===== src/rtl/uart_tx.sv =====
// uart_tx: buffered 8N1 serial transmitter.
// Bytes enter a small FIFO over a valid/ready handshake and are sent
// LSB-first. Start, data and stop bits each last DIV system clocks.
module uart_tx #(
  parameter int CLKRATE  = 3_579_545,
  parameter int BAUDRATE = 9600,
  parameter int DEPTH    = 4
) (
  input  logic       clk,
  input  logic       rst_n,
  input  logic [7:0] in_data,
  input  logic       in_valid,
  output logic       in_ready,
  output logic       tx,
  output logic       busy
);

  localparam int DIV = (CLKRATE + BAUDRATE / 2) / BAUDRATE;
  localparam int CW  = (DIV > 1) ? $clog2(DIV) : 1;
  localparam int AW  = (DEPTH > 1) ? $clog2(DEPTH) : 1;
  localparam int NW  = AW + 1;

  localparam logic [CW-1:0] BAUD_LAST  = CW'(DIV - 1);
  localparam logic [NW-1:0] FULL_COUNT = NW'(DEPTH);

  localparam logic [1:0] S_IDLE  = 2'd0;
  localparam logic [1:0] S_START = 2'd1;
  localparam logic [1:0] S_DATA  = 2'd2;
  localparam logic [1:0] S_STOP  = 2'd3;

  logic [1:0]    r_state;
  logic [CW-1:0] r_baud_cnt;
  logic [2:0]    r_bit_idx;
  logic [7:0]    r_shift;
  logic          r_tx;
  logic          r_busy;
  logic          r_in_ready;
  logic [AW-1:0] r_wr_ptr;
  logic [AW-1:0] r_rd_ptr;
  logic [NW-1:0] r_count;
  logic [7:0]    r_mem [DEPTH];

  logic          w_push;
  logic          w_pop;
  logic          w_baud_end;
  logic [1:0]    w_state_nxt;
  logic [NW-1:0] w_count_nxt;

  // in_ready is the registered !full, so a push can never hit a full FIFO.
  assign w_push     = in_valid && r_in_ready;
  assign w_baud_end = (r_baud_cnt == BAUD_LAST);

  assign in_ready = r_in_ready;
  assign tx       = r_tx;
  assign busy     = r_busy;

  // Next-state and pop decision; a pop happens only when leaving IDLE or STOP.
  always_comb begin
    // NOTE: every signal driven here gets a default first, so no latch is inferred.
    w_state_nxt = r_state;
    w_pop       = 1'b0;
    case (r_state)
      S_IDLE: begin
        if (r_count != '0) begin
          w_pop       = 1'b1;
          w_state_nxt = S_START;
        end
      end
      S_START: begin
        if (w_baud_end) w_state_nxt = S_DATA;
      end
      S_DATA: begin
        if (w_baud_end && (r_bit_idx == 3'd7)) w_state_nxt = S_STOP;
      end
      default: begin
        if (w_baud_end) begin
          if (r_count != '0) begin
            w_pop       = 1'b1;
            w_state_nxt = S_START;
          end else begin
            w_state_nxt = S_IDLE;
          end
        end
      end
    endcase
  end

  // FIFO occupancy after this edge; simultaneous push and pop cancel out.
  always_comb begin
    w_count_nxt = r_count;
    if (w_push && !w_pop)      w_count_nxt = r_count + NW'(1);
    else if (!w_push && w_pop) w_count_nxt = r_count - NW'(1);
  end

  // FIFO storage.
  always_ff @(posedge clk) begin
    // NOTE: the data array has no reset; only pointers and count define validity.
    if (w_push) r_mem[r_wr_ptr] <= in_data;
  end

  // FIFO pointers, count and registered ready flag.
  always_ff @(posedge clk or negedge rst_n) begin
    // NOTE: sequential state uses non-blocking assignments so all registers update together.
    if (!rst_n) begin
      r_wr_ptr   <= '0;
      r_rd_ptr   <= '0;
      r_count    <= '0;
      r_in_ready <= 1'b1;
    end else begin
      if (w_push) r_wr_ptr <= r_wr_ptr + AW'(1);
      if (w_pop)  r_rd_ptr <= r_rd_ptr + AW'(1);
      r_count    <= w_count_nxt;
      r_in_ready <= (w_count_nxt != FULL_COUNT);
    end
  end

  // Frame sequencer: state, baud counter, bit index and shift register.
  always_ff @(posedge clk or negedge rst_n) begin
    if (!rst_n) begin
      r_state    <= S_IDLE;
      r_baud_cnt <= '0;
      r_bit_idx  <= '0;
      r_shift    <= '0;
    end else begin
      r_state <= w_state_nxt;
      if (w_pop) begin
        r_shift    <= r_mem[r_rd_ptr];
        r_bit_idx  <= '0;
        r_baud_cnt <= '0;
      end else if (r_state != S_IDLE) begin
        r_baud_cnt <= w_baud_end ? '0 : r_baud_cnt + CW'(1);
        if ((r_state == S_DATA) && w_baud_end) begin
          r_shift   <= {1'b0, r_shift[7:1]};
          r_bit_idx <= r_bit_idx + 3'd1;
        end
      end
    end
  end

  // Registered line driver and busy flag; tx lags the state by one clock.
  always_ff @(posedge clk or negedge rst_n) begin
    if (!rst_n) begin
      r_tx   <= 1'b1;
      r_busy <= 1'b0;
    end else begin
      case (r_state)
        S_START: r_tx <= 1'b0;
        S_DATA:  r_tx <= r_shift[0];
        default: r_tx <= 1'b1;
      endcase
      r_busy <= (w_state_nxt != S_IDLE) || (w_count_nxt != '0);
    end
  end

endmodule


===== config.mk =====
export PLATFORM = sky130hd
export DESIGN_NAME = uart_tx
export DESIGN_NICKNAME = d
export VERILOG_FILES = /design/src/rtl/uart_tx.sv
export SDC_FILE = /design/constraint.sdc
export NUM_CORES = 1
export LEC_CHECK = 0
export ABC_AREA = 1
export BUFFER_PORTS_ARGS = -buffer_cell sky130_fd_sc_hd__buf_2
export CAP_MARGIN = 15
export CELL_PAD_IN_SITES_DETAIL_PLACEMENT = 1
export CELL_PAD_IN_SITES_GLOBAL_PLACEMENT = 2
export CORE_ASPECT_RATIO = 0.9
export CORE_UTILIZATION = 38
export CTS_BUF_LIST = sky130_fd_sc_hd__clkbuf_4
export CTS_CLUSTER_DIAMETER = 30
export CTS_CLUSTER_SIZE = 30
export DETAILED_ROUTE_END_ITERATION = 10
export GPL_ROUTABILITY_DRIVEN = 0
export PLACE_DENSITY_LB_ADDON = 0.1
export SETUP_SLACK_MARGIN = 0.4
export SLEW_MARGIN = 20
export SYNTH_ARGS = -nofsm -noshare
export SYNTH_HDL_FRONTEND = slang
export SYNTH_SLANG_ARGS = --single-unit

===== constraint.sdc =====
create_clock -name clk -period 1.4 [get_ports clk]
set_input_delay 0.07 -clock clk [delete_from_list [all_inputs] [get_ports clk]]
set_output_delay 0.07 -clock clk [all_outputs]
set_load 0.02 [all_outputs]

==> summary.md <==
### Run status
- **outcome** complete, but fails checks
- **violated checks** setup timing

### Yosys
- **portion of synthesized cell area occupied by the leading cell type** 32.7%
- **Avg Cell Area, Syn** 10.4 sq um
- **Synth Register Bits** 64
- **count of synthesis-stage warnings from yosys** 0
- **top cells by area in the synthesized netlist** edfxtp_1 33%, dfrtp_1 26%, nand2_1 5.9%
- **share of synthesized registers carrying an async set or reset** 50.0%
- **synth unique cells** 37
- **cell taking the most area after synthesis** edfxtp_1
- **sequential share of the synthesized area** 59.9%
- **EDFF count, synth** 32
- **Cell Area, Synth** 2940 sq um
- **syn_nets** 304
- **Main synth FF type** edfxtp_1
- **instance count of the mapped netlist** 282

### Placed design
- **Port Buf Inserts** 13
- **dpl hpwl** 4850 um
- **Cell Count Post-Placement** 429

### Timing
- **final critical-path share of the clock period** 113%
- **Hold WS** 0.0819 ns
- **slew at the pin closest to its max-slew limit** 0.437 ns
- **final worst path period need** 1.58 ns
- **hold violation count in the final report** 0
- **unrepaired setup endpoints after global routing** true
- **setup tns final** -2.79 ns
- **setup violation total in the final timing report** 26
- **max frequency** 0.632 GHz
- **final setup margin** -0.183 ns
- **Final Max Tran Viols** 0
- **relative slew slack** 70.9%
- **Final Skew** 0.0170 ns

### Layout
- **area added between synthesis and finish** 43.4%
- **most common cell after layout, fill and taps aside** buf_4
- **fin util** 56.2%
- **final instance count without filler cells** 471
- **commonest non-fill, non-tap cells in the layout** 44 x buf_4, 36 x nand2_1, 32 x edfxtp_1
- **count of antenna diodes in the layout** 0
- **total number of nets in the final design** 392
- **ratio of cells with drive above 1 in the final layout** 42.7%

### Global routing
- **global-route total usage across every layer** 20.4%
- **largest net degree at the start of global routing** 33
- **global-route congestion overflow total** 0
- **number of antenna violations at the first check in global routing** 0
- **via count of the first global-routing pass** 2469
- **met2 track demand over resource** 32.8%
- **global routing met1 resource utilization** 27.1%
- **met3 Use GR** 4.84%
- **Most Crowded Layer GR** met2
- **wire length of the first global-routing pass** 12200 um

### Power and ir drop
- **share of total power in combinational logic** 28.7%
- **total power density per cell area** 1320 nW/um^2
- **Sw Ratio** 29.7%
- **Power Internal** 3.93 mW
- **switching power total** 1.66 mW
- **Clk pwr share** 29.2%
- **total leakage power** 1.82 nW
- **sequential group share of total power** 42.1%
- **highest ir drop seen on vdd** 0.830 mV

### Die
- **number of placement rows** 30
- **Std-Cell Core Area** 7510 sq um
- **overall die height** 85.5 um
- **Die X** 94.8 um
- **initial core utilization** 39.2%
- **floorplan die area** 8100 sq um
- **number of ports placed on the die boundary** 14

### Route
- **average detailed-routed wire length per instance** 15.6 um
- **DRC errors left** 0
- **via count normalized by instance count** 4.89
- **First DRT Iteration DRCs** 45
- **via total after detailed routing** 2301
- **DRT Wirelength** 7360 um
- **number of iterations in the first detailed-routing pass** 4
- **residual antenna-violating net count after detailed routing** 0

### Worst setup path
- **series of cell instances along the critical path** inv_2 -> ha_4 -> nand2_4 -> nor2_4 -> nand3_4 -> nand2_8 -> buf_4 -> nor2_4 -> a32o_1
- **class of the most critical setup path** reg2reg
- **buffer and inverter count on the worst path** 2
- **most frequent cell on the critical path** nor2_4
- **longest individual stage delay on the worst path** 0.42 ns
- **slowest CP cell** dfrtp_1
- **Critical Path Source Type** register
- **Top delay family on crit path** simple AND/OR/NAND/NOR gates
- **arrival time of data at the critical path endpoint** 1.88 ns
- **sort of element at the end of the critical path** register
- **data required time of the critical path** 1.70 ns
- **top fanout value on the critical path** 6

### Worst hold path
- **type of the worst min-delay path** in2reg

### Job
- **number of maximum-capacitance violations** 0

### Clock tree
- **number of levels in the clock H-tree** 3
- **CTS tree** built
- **clock-pin slew on the worst setup and hold paths** 0.11 ns
- **clock tree root buffer cell** clkbuf_4
- **insertion delay of the later-clocked pin in the worst-skew pair** 0.41 ns
- **CTS buffer count** 9
- **CTS Sinks** 64
- **Longest Clk Path Bufs** 2

-- routing by layer --
metal	routed length, um	vias up	part of all wire (%)
met1	3380	1134	46
met4	89	0	1.2
met2	3750	22	51
li1	-	1136	-
met5	0	-	0
met3	136	9	1.8
-- cell usage after synthesis, drive strengths merged (2+ instances only) --
master / instances
ha: 11
o22ai: 4
o21ai: 19
a22o: 2
edfxtp: 32
nand3: 13
inv: 33
dfrtp: 30
clkbuf: 3
nor2: 39
nor3: 5
nand2: 53
dfstp: 2
nand4: 4
xor2: 5
a21oi: 16
o211ai: 2
-- worst paths after layout --
path,end,depth (start not counted),from,slack [ns]
worst min-delay path,r_wr_ptr[1]$_DFFE_PN0P_,5,in_valid,0.08
worst min register to register,r_shift[2]$_DFFE_PN0P_,2,r_shift[2]$_DFFE_PN0P_,0.51
worst max register to register,r_shift[7]$_DFFE_PN0P_,9,r_baud_cnt[1]$_DFFE_PN0P_,-0.18
min in group asynchronous,r_baud_cnt[5]$_DFFE_PN0P_,3,rst_n,0.21
worst max-delay path,r_shift[7]$_DFFE_PN0P_,9,r_baud_cnt[1]$_DFFE_PN0P_,-0.18
max in group asynchronous,tx$_DFF_PN1_,3,rst_n,0.83
-- power groups by stage --
stage               clock network, mW  registers [mW]  logic (mW)
floorplan                           0            2.38       0.624
global placement                    0            2.38        1.13
detailed placement                  0            2.39        1.17
CTS                              1.68            2.35        1.42
global route                     1.74            2.37        1.78
finish                           1.63            2.35        1.61
-- cell families (layout without fill, tap and decap cells) --
logic type	Yosys count	in the layout	share of synthesized area, %
buffers and inverters	38	130	4.97
and+or+nand+nor	117	118	19.4
AOI/OAI and AO/OA	46	46	9.14
adders and majority gates	11	11	4.68
muxes	1	1	0.340
DFF	64	64	59.9
xor gates and xnor gates	5	5	1.49
-- timing repair --
item,4_1_cts,5_1_grt
pin swaps,14,17
endpoints found under the setup margin,66,67
hold buffers,9,0
hold endpoints to repair,63,0
cloned,0,1
buffers inserted,8,8
resized for setup,44,22
-- flip-flops by register name, indices dropped and copies added, names as in the netlist --
name / flops
tx: 1
r_baud_cnt: 9
r_count: 3
r_mem: 32
busy: 1
r_shift: 8
in_ready: 1
r_rd_ptr: 2
r_state: 2
r_bit_idx: 3
r_wr_ptr: 2
-- metrics by stage --
step / power (mW) / worst slack, ns / instance area (sq um)
global placement: 3.51 / -0.229 / 3560
global route: 5.89 / -0.309 / 4220
detailed placement: 3.55 / -0.282 / 3560
CTS: 5.46 / -0.196 / 4070
floorplan: 3.01 / -0.113 / 3000
finish: 5.59 / -0.183 / 4220
-- worst min-delay path, stage by stage --
cell and delay, ns:
buf_2 0.10, nand2_4 0.07, inv_4 0.07, buf_6 0.11
o21ai_2 0.05
-- layout make-up --
type | count | area (sq um)
flip-flops and latches | 64 | 1760
clock buffers | 9 | 67.6
inverters | 34 | 138
clock inverters | 7 | 119
repair buffers | 80 | 723
well taps | 96 | 120
multi-input cells | 181 | 1290
fillers | 838 | 3290
(Power assumes the default switching activity.)
